[config.mk]
export PLATFORM = sky130hd
export DESIGN_NAME = shift_reg_iter
export DESIGN_NICKNAME = d
export VERILOG_FILES = /design/src/rtl/shift_reg_iter.sv
export SDC_FILE = /design/constraint.sdc
export NUM_CORES = 1
export LEC_CHECK = 0
export ABC_AREA = 1
export CELL_PAD_IN_SITES_DETAIL_PLACEMENT = 0
export CELL_PAD_IN_SITES_GLOBAL_PLACEMENT = 1
export CORE_UTILIZATION = 35
export CTS_BUF_LIST = sky130_fd_sc_hd__clkbuf_4
export CTS_CLUSTER_SIZE = 20
export DETAILED_ROUTE_END_ITERATION = 10
export PLACE_DENSITY = 0.86
export REMOVE_ABC_BUFFERS = 1
export SYNTH_ARGS = -nofsm -noshare
export SYNTH_HDL_FRONTEND = slang
export SYNTH_SLANG_ARGS = --single-unit
[constraint.sdc]
create_clock -name clk_i -period 6.6 [get_ports clk_i]
set_clock_uncertainty 0.1 [all_clocks]
set_input_delay 1.32 -clock clk_i [delete_from_list [all_inputs] [get_ports clk_i]]
set_output_delay 1.32 -clock clk_i [all_outputs]
set_load 0.05 [all_outputs]
[src/rtl/shift_reg_iter.sv]
// ============================================================================
// shift_reg_iter : WIDTH-bit enabled register with an ITER-step shift mode
// Revision 1.0
// ============================================================================
`default_nettype none

module shift_reg_iter #(
  parameter int WIDTH = 64,
  parameter int SHIFT = 1,
  parameter int ITER  = 32,
  parameter int ARITH = 1,
  parameter int CW    = $clog2(ITER + 1)
) (
  input  logic             clk_i,
  input  logic             reset_i,
  input  logic [WIDTH-1:0] data_in_i,
  input  logic             writeEnable_i,
  input  logic             start_i,
  input  logic             dir_i,
  input  logic             stall_i,
  input  logic [SHIFT-1:0] serial_in_i,
  output logic [WIDTH-1:0] data_out_o,
  output logic             busy_o,
  output logic             done_o,
  output logic [CW-1:0]    count_o
);

  localparam logic [CW-1:0] C_LAST = CW'(ITER - 1);

  logic [WIDTH-1:0] data_q, data_d;
  logic [CW-1:0]    count_q, count_d;
  logic             busy_q, busy_d;
  logic             done_q, done_d;
  logic             dir_q, dir_d;

  logic [SHIFT-1:0] w_fill;
  logic [WIDTH-1:0] w_left;
  logic [WIDTH-1:0] w_right;

  assign w_fill  = (ARITH != 0) ? {SHIFT{data_q[WIDTH-1]}} : serial_in_i;
  assign w_left  = {data_q[WIDTH-SHIFT-1:0], serial_in_i};
  assign w_right = {w_fill, data_q[WIDTH-1:SHIFT]};

  // done is a pulse: it only survives an edge that completes another operation
  always_comb begin
    data_d  = data_q;
    count_d = count_q;
    busy_d  = busy_q;
    done_d  = 1'b0;
    dir_d   = dir_q;
    if (start_i) begin
      data_d  = data_in_i;
      dir_d   = dir_i;
      count_d = '0;
      busy_d  = 1'b1;
    end else if (busy_q) begin
      if (!stall_i) begin
        data_d  = dir_q ? w_left : w_right;
        count_d = count_q + CW'(1);
        if (count_q == C_LAST) begin
          busy_d = 1'b0;
          done_d = 1'b1;
        end
      end
    end else if (writeEnable_i) begin
      data_d = data_in_i;
    end
  end

  always_ff @(posedge clk_i or posedge reset_i) begin
    if (reset_i) begin
      data_q  <= '0;
      count_q <= '0;
      busy_q  <= 1'b0;
      done_q  <= 1'b0;
      dir_q   <= 1'b0;
    end else begin
      data_q  <= data_d;
      count_q <= count_d;
      busy_q  <= busy_d;
      done_q  <= done_d;
      dir_q   <= dir_d;
    end
  end

  assign data_out_o = data_q;
  assign busy_o     = busy_q;
  assign done_o     = done_q;
  assign count_o    = count_q;

endmodule

`default_nettype wire

==> results of run 1 <==
[power by group]
part           internal, uW  switching [uW]
sequential              507            38.7
clock                   271             167
combinational           219             437
total                   998             643
[per-layer routing]
metal,vias to the layer above,wire (um),track usage
met4,0,80,0.06320
met5,-,0,0
li1,2338,-,-
met3,6,615,0.04270
met1,2135,5787,0.2461
met2,110,5908,0.3241
[kinds of logic after synthesis]
logic type                 count (synthesis)  share of synthesized area
AOI/OAI and AO/OA                         71                    0.09185
adders and majority gates                  1                   0.002800
buffers and inverters                    118                     0.1165
DFF                                       73                     0.4088
and+or+nand+nor                          419                     0.3800
[worst paths after layout]
check | start | end | slack (ns) | cells after the start
min in group asynchronous | reset_i | data_out_o[11] | 1.40 | 3
max in group asynchronous | reset_i | dir_q | 4.33 | 3
max | start_i | data_out_o[44] | 3.18 | 6
max reg2reg | busy_o | data_out_o[44] | 4.22 | 5
min reg2reg | data_out_o[63] | data_out_o[63] | 0.43 | 2
min | data_out_o[63] | data_out_o[63] | 0.43 | 2
[layout make-up]
| class | count | share of cell area |
|---|---|---|
| Antenna cell | 1 | 0.0004082 |
| Clock buffer | 10 | 0.01224 |
| Clock inverter | 6 | 0.02510 |
| Inverter | 76 | 0.04673 |
| Multi-Input combinational cell | 491 | 0.3463 |
| Sequential cell | 73 | 0.2982 |
| Tap cell | 168 | 0.03429 |
| Timing Repair Buffer | 146 | 0.2367 |
[stage by stage]
| step | std cells | utilization | setup slack (ns) | total power (uW) | area [um^2] |
|---|---|---|---|---|---|
| after floorplan | 640 | - | 2.906 | 979.9 | 4233 |
| after global placement | 954 | 0.4831 | 2.874 | 1205 | 5899 |
| after detailed placement | 954 | 0.4831 | 2.755 | 1213 | 5899 |
| after CTS | 970 | 0.5018 | 3.251 | 1656 | 6128 |
| after global routing | 971 | 0.5020 | 3.036 | 1730 | 6131 |
| final | 971 | 0.5020 | 3.183 | 1641 | 6131 |
[cell usage in the layout, fill, tap and decap left out]
cell type / synthesis / layout
o21ai_2: 14 / 14
nand2_2: 6 / 7
clkbuf_4: 0 / 10
nor3_1: 2 / 2
nand3_2: 1 / 1
dfrtp_1: 73 / 72
bufinv_16: 0 / 5
a21oi_1: 2 / 2
and2_4: 1 / 1
clkdlybuf4s50_1: 0 / 142
o21ai_1: 21 / 21
o21ai_0: 33 / 33
diode_2: 0 / 1
nor2_1: 6 / 6
o21bai_1: 1 / 1
inv_1: 74 / 72
ha_1: 1 / 1
nand4_1: 2 / 2
nand3_1: 71 / 71
nand2_1: 329 / 328
or2_2: 1 / 1
dfrtp_2: 0 / 1
clkinv_1: 0 / 1
buf_4: 3 / 4
inv_2: 2 / 3
clkinv_2: 0 / 1
[flip-flops by register name, summed over array words and instances (netlist names)]
name        flops
done_o          1
count_o         6
dir_q           1
data_out_o     64
busy_o          1
[worst register-to-register path, cell delays in order, from the launching register on]
cell     delay (ns)
dfrtp_1        0.48
inv_1          0.12
nand2_1        0.08
and2_4         0.56
buf_4          0.67
o21ai_0        0.22
==> impl_metrics.json, run 1 <==
{
  "crit_path_cell_trace": "clkdlybuf4s50_1 -> inv_2 -> nand3_2 -> and2_4 -> buf_4 -> o21ai_0",
  "h-tree-depth": 3,
  "fin_crit_ns": 3.417,
  "gp_congestion": 0.8240,
  "syn_area_mm2": 0.004468,
  "wl_um": 12390,
  "fillCellCount": 1325,
  "ys_seq_area_frac": 0.4088,
  "die_w_um": 115.0,
  "cp-start-kind": "input port",
  "synth_edf_count": 0,
  "worst_slew_pin_slew_ns": 1.152,
  "synth_area_per_cell_um2": 6.551,
  "timing.hold.ws_ns": 0.4325,
  "cts_buffers": 9,
  "grt_util_all_layers": 0.1929,
  "arrival_ns": 3.59,
  "rsz0062_at_grt": "no",
  "insertion_delay_ns": 0.42,
  "slew_headroom": 0.2321,
  "finalSetupViolCount": 0,
  "synth_top_area_cell": "dfrtp_1",
  "crit_family": "buffers and inverters",
  "slew_violations": 0,
  "nets": 869,
  "grt_antenna_before_repair": 1,
  "grt_pass1_vias": 4312,
  "synth.area.top_cells": "dfrtp_1 (41%), nand2_1 (28%), nand3_1 (8.0%)",
  "crit_buf_inv": 3,
  "yosys_warnings": 0,
  "yosys.area.top_type_share": 0.4088,
  "dieArea_mm2": 0.01322,
  "io_pins": 143,
  "numPortBuffers": 142,
  "hpwl_um": 7990,
  "gr-total-overflow": 0,
  "area_delta_synth_final_pct": 37.22,
  "avgViaCountPerCell": 4.726,
  "syn_inst": 682,
  "ant_nets": 0,
  "seqCellArea_mm2": 0.001828,
  "ys_types": 24,
  "grt_pass1_wl_um": 20150,
  "power_density_mw_per_mm2": 267.7,
  "vias": 4589,
  "grt_max_degree": 74,
  "path_clk_slew_ns": 0.11,
  "cp_max_fo": 68,
  "drive_gt1_frac": 0.05985,
  "post-cts-setup-buffer-count": 0,
  "avgRoutedWirePerCell_um": 12.76,
  "cts_tree": "done",
  "ir_drop_mv": 0.1093,
  "ys_top_cells_by_count": "nand2_1 (329), inv_1 (74), dfrtp_1 (73)",
  "final_min_period_over_clock_period": 0.5177,
  "fmax_mhz": 292.7,
  "synth.most_common_cell": "nand2_1",
  "cap_violations": 0,
  "drc": 0,
  "synth_seq_cells": 73,
  "finalSetupTns_ns": 0,
  "multi_input_area_mm2": 0.002123,
  "end_kind": "flip-flop",
  "core_mm2": 0.01221,
  "path_class": "input port to flip-flop",
  "cts_resized": 0,
  "cts_max_path_buffers": 2,
  "numClockSinks": 73,
  "max_stage_delay_ns": 0.65,
  "die_h_um": 115.0,
  "worstPathRequired_ns": 6.77,
  "std_cell_rows": 40,
  "synthFlopType": "dfrtp_1",
  "drt_iter0_markers": 273,
  "p_leak_uw": 0.003153,
  "hold_viol": 0,
  "synth_async_sr_flop_share": 1.000,
  "postCtsHoldBufs": 0,
  "cpMaxStageDelayCell": "buf_4",
  "firstDrtPassIters": 5,
  "hp-class": "flip-flop to flip-flop",
  "start_util": 0.3659,
  "cts-root-buf": "clkbuf_4",
  "status": "complete, no violations"
}
Power figures use the tool's default switching activity.
==> run 2: changes to the inputs <==
--- a/config.mk
+++ b/config.mk
@@ -8,11 +8,11 @@
 export ABC_AREA = 1
 export CELL_PAD_IN_SITES_DETAIL_PLACEMENT = 0
 export CELL_PAD_IN_SITES_GLOBAL_PLACEMENT = 1
-export CORE_UTILIZATION = 35
+export CORE_UTILIZATION = 30
 export CTS_BUF_LIST = sky130_fd_sc_hd__clkbuf_4
 export CTS_CLUSTER_SIZE = 20
 export DETAILED_ROUTE_END_ITERATION = 10
-export PLACE_DENSITY = 0.86
+export PLACE_DENSITY = 0.78
 export REMOVE_ABC_BUFFERS = 1
 export SYNTH_ARGS = -nofsm -noshare
 export SYNTH_HDL_FRONTEND = slang
==> constraint.sdc (replaced) <==
create_clock -name clk_i -period 2.9 [get_ports clk_i]
set_clock_uncertainty 0.1 [all_clocks]
set_input_delay 0.58 -clock clk_i [delete_from_list [all_inputs] [get_ports clk_i]]
set_output_delay 0.58 -clock clk_i [all_outputs]
set_load 0.05 [all_outputs]
==> impl_metrics.json, run 2 (synthesis gave the netlist of run 1 again) <==
{
  "status": "complete, no violations",
  "area_delta_synth_final_pct": 37.36,
  "core_mm2": 0.01453,
  "hpwl_um": 8481,
  "cts-root-buf": "clkbuf_4",
  "worst_slew_pin_slew_ns": 0.7132,
  "crit_path_cell_trace": "clkdlybuf4s50_1",
  "drive_gt1_frac": 0.06460,
  "grt_util_all_layers": 0.1707,
  "nets": 872,
  "reg2reg_depth": 5,
  "grt_max_degree": 67,
  "worstPathRequired_ns": 2.22,
  "io_pins": 143,
  "p_leak_uw": 0.003153,
  "timing.hold.ws_ns": 0.4528,
  "hold_viol": 0,
  "crit_cells": 1,
  "diodes": 0,
  "die_h_um": 124.0,
  "finalSetupViolCount": 0,
  "vias": 4606,
  "cap_violations": 0,
  "multi_input_area_mm2": 0.002123,
  "fin_area_mm2": 0.006137,
  "startpoint": "busy_o",
  "gr-total-overflow": 0,
  "path_clk_slew_ns": 0.11,
  "r2r-start": "busy_o",
  "cpMaxStageDelayCell": "clkdlybuf4s50_1",
  "cts_resized": 0,
  "grt_pass1_wl_um": 20690,
  "dieArea_mm2": 0.01539,
  "ant_nets": 0,
  "ir_drop_mv": 0.1902,
  "r2r-end": "data_out_o[62]",
  "crit_buf_inv": 1,
  "cp-start-kind": "flip-flop",
  "finalSetupTns_ns": 0,
  "largest_register_ff_count": 64,
  "seqCellArea_mm2": 0.001828,
  "wl_um": 12760,
  "die_w_um": 124.0,
  "instances_no_fill": 989,
  "cp_max_fo": 6,
  "end_kind": "output port",
  "start_util": 0.3074,
  "power_density_mw_per_mm2": 545.7,
  "cts_tree": "done",
  "firstDrtPassIters": 4,
  "slew_headroom": 0.5245,
  "fin_crit_ns": 2.427,
  "post-cts-setup-buffer-count": 0,
  "rsz0062_at_grt": "no",
  "cts_max_path_buffers": 2,
  "numPortBuffers": 142,
  "std_cell_rows": 44,
  "grt_antenna_before_repair": 1,
  "max_stage_delay_ns": 0.85,
  "grt_pass1_vias": 4350,
  "postCtsHoldBufs": 0,
  "insertion_delay_ns": 0.41,
  "worst_slack_ns": 0.4734,
  "final_min_period_over_clock_period": 0.8368,
  "avgViaCountPerCell": 4.657,
  "r2r_setup_slack_ns": 1.17,
  "avgRoutedWirePerCell_um": 12.90,
  "drt_iter0_markers": 309,
  "cts_buffers": 9,
  "path_class": "flip-flop to output port",
  "hp-class": "flip-flop to flip-flop",
  "pre_cts_slack_ns": 0.4589,
  "layout_common_cells": "nand2_1 (328), clkdlybuf4s50_1 (142), inv_1 (72), dfrtp_1 (72), nand3_1 (71)",
  "final_common_cell": "nand2_1",
  "fillCellCount": 1554,
  "place_inst": 973,
  "gp_congestion": 0.8304,
  "fmax_mhz": 412.1,
  "placed_area_mm2": 0.006017,
  "arrival_ns": 1.75,
  "numClockSinks": 73,
  "drc": 0,
  "endpoint": "busy_o",
  "slew_violations": 0,
  "crit_family": "buffers and inverters",
  "h-tree-depth": 3
}
run 2: layout make-up:
class,instances,area share
Multi-Input combinational cell,491,0.3460
Sequential cell,73,0.2979
Tap cell,184,0.03751
Timing Repair Buffer,149,0.2524
Clock buffer,16,0.01957
Inverter,76,0.04669
run 2: worst min-delay path by stage:
stage,from,end,slack (ns),cells past startpoint
after global routing,reset_i,data_out_o[31],0.49,2
after global placement,data_out_o[63],data_out_o[63],0.41,2
after detailed placement,data_out_o[63],data_out_o[63],0.43,2
final,data_out_o[63],data_out_o[63],0.45,2
after floorplan,start_i,done_o,0.55,1
after CTS,data_out_o[63],data_out_o[63],0.45,2
run 2: stage by stage:
step	utilization	power, uW
after floorplan	-	2230
after global placement	0.4140	2772
after detailed placement	0.4140	2784
after CTS	0.4223	3392
after global routing	0.4223	3568
final	0.4223	3349
run 2: power breakdown:
group          total [uW]  internal, uW  leakage (uW)  switching, uW
clock                 595           247     0.0000736            349
combinational        1510           514       0.00218           1000
sequential           1240          1150      0.000898           84.5
total                3350          1920       0.00315           1430
run 2: worst min-delay path, stage by stage, from the launching register on:
cell,delay (ns)
dfrtp_1,0.40
nand2_1,0.07
nand2_1,0.05
run 2: metal layers:
| metal | GRT usage | up-vias | part of all wire |
|---|---|---|---|
| met5 | 0 | - | 0.0010 |
| met4 | 0.06324 | 2 | 0.014 |
| met3 | 0.03571 | 14 | 0.063 |
| met2 | 0.2842 | 144 | 0.47 |
| met1 | 0.2163 | 2110 | 0.46 |
| li1 | - | 2336 | - |
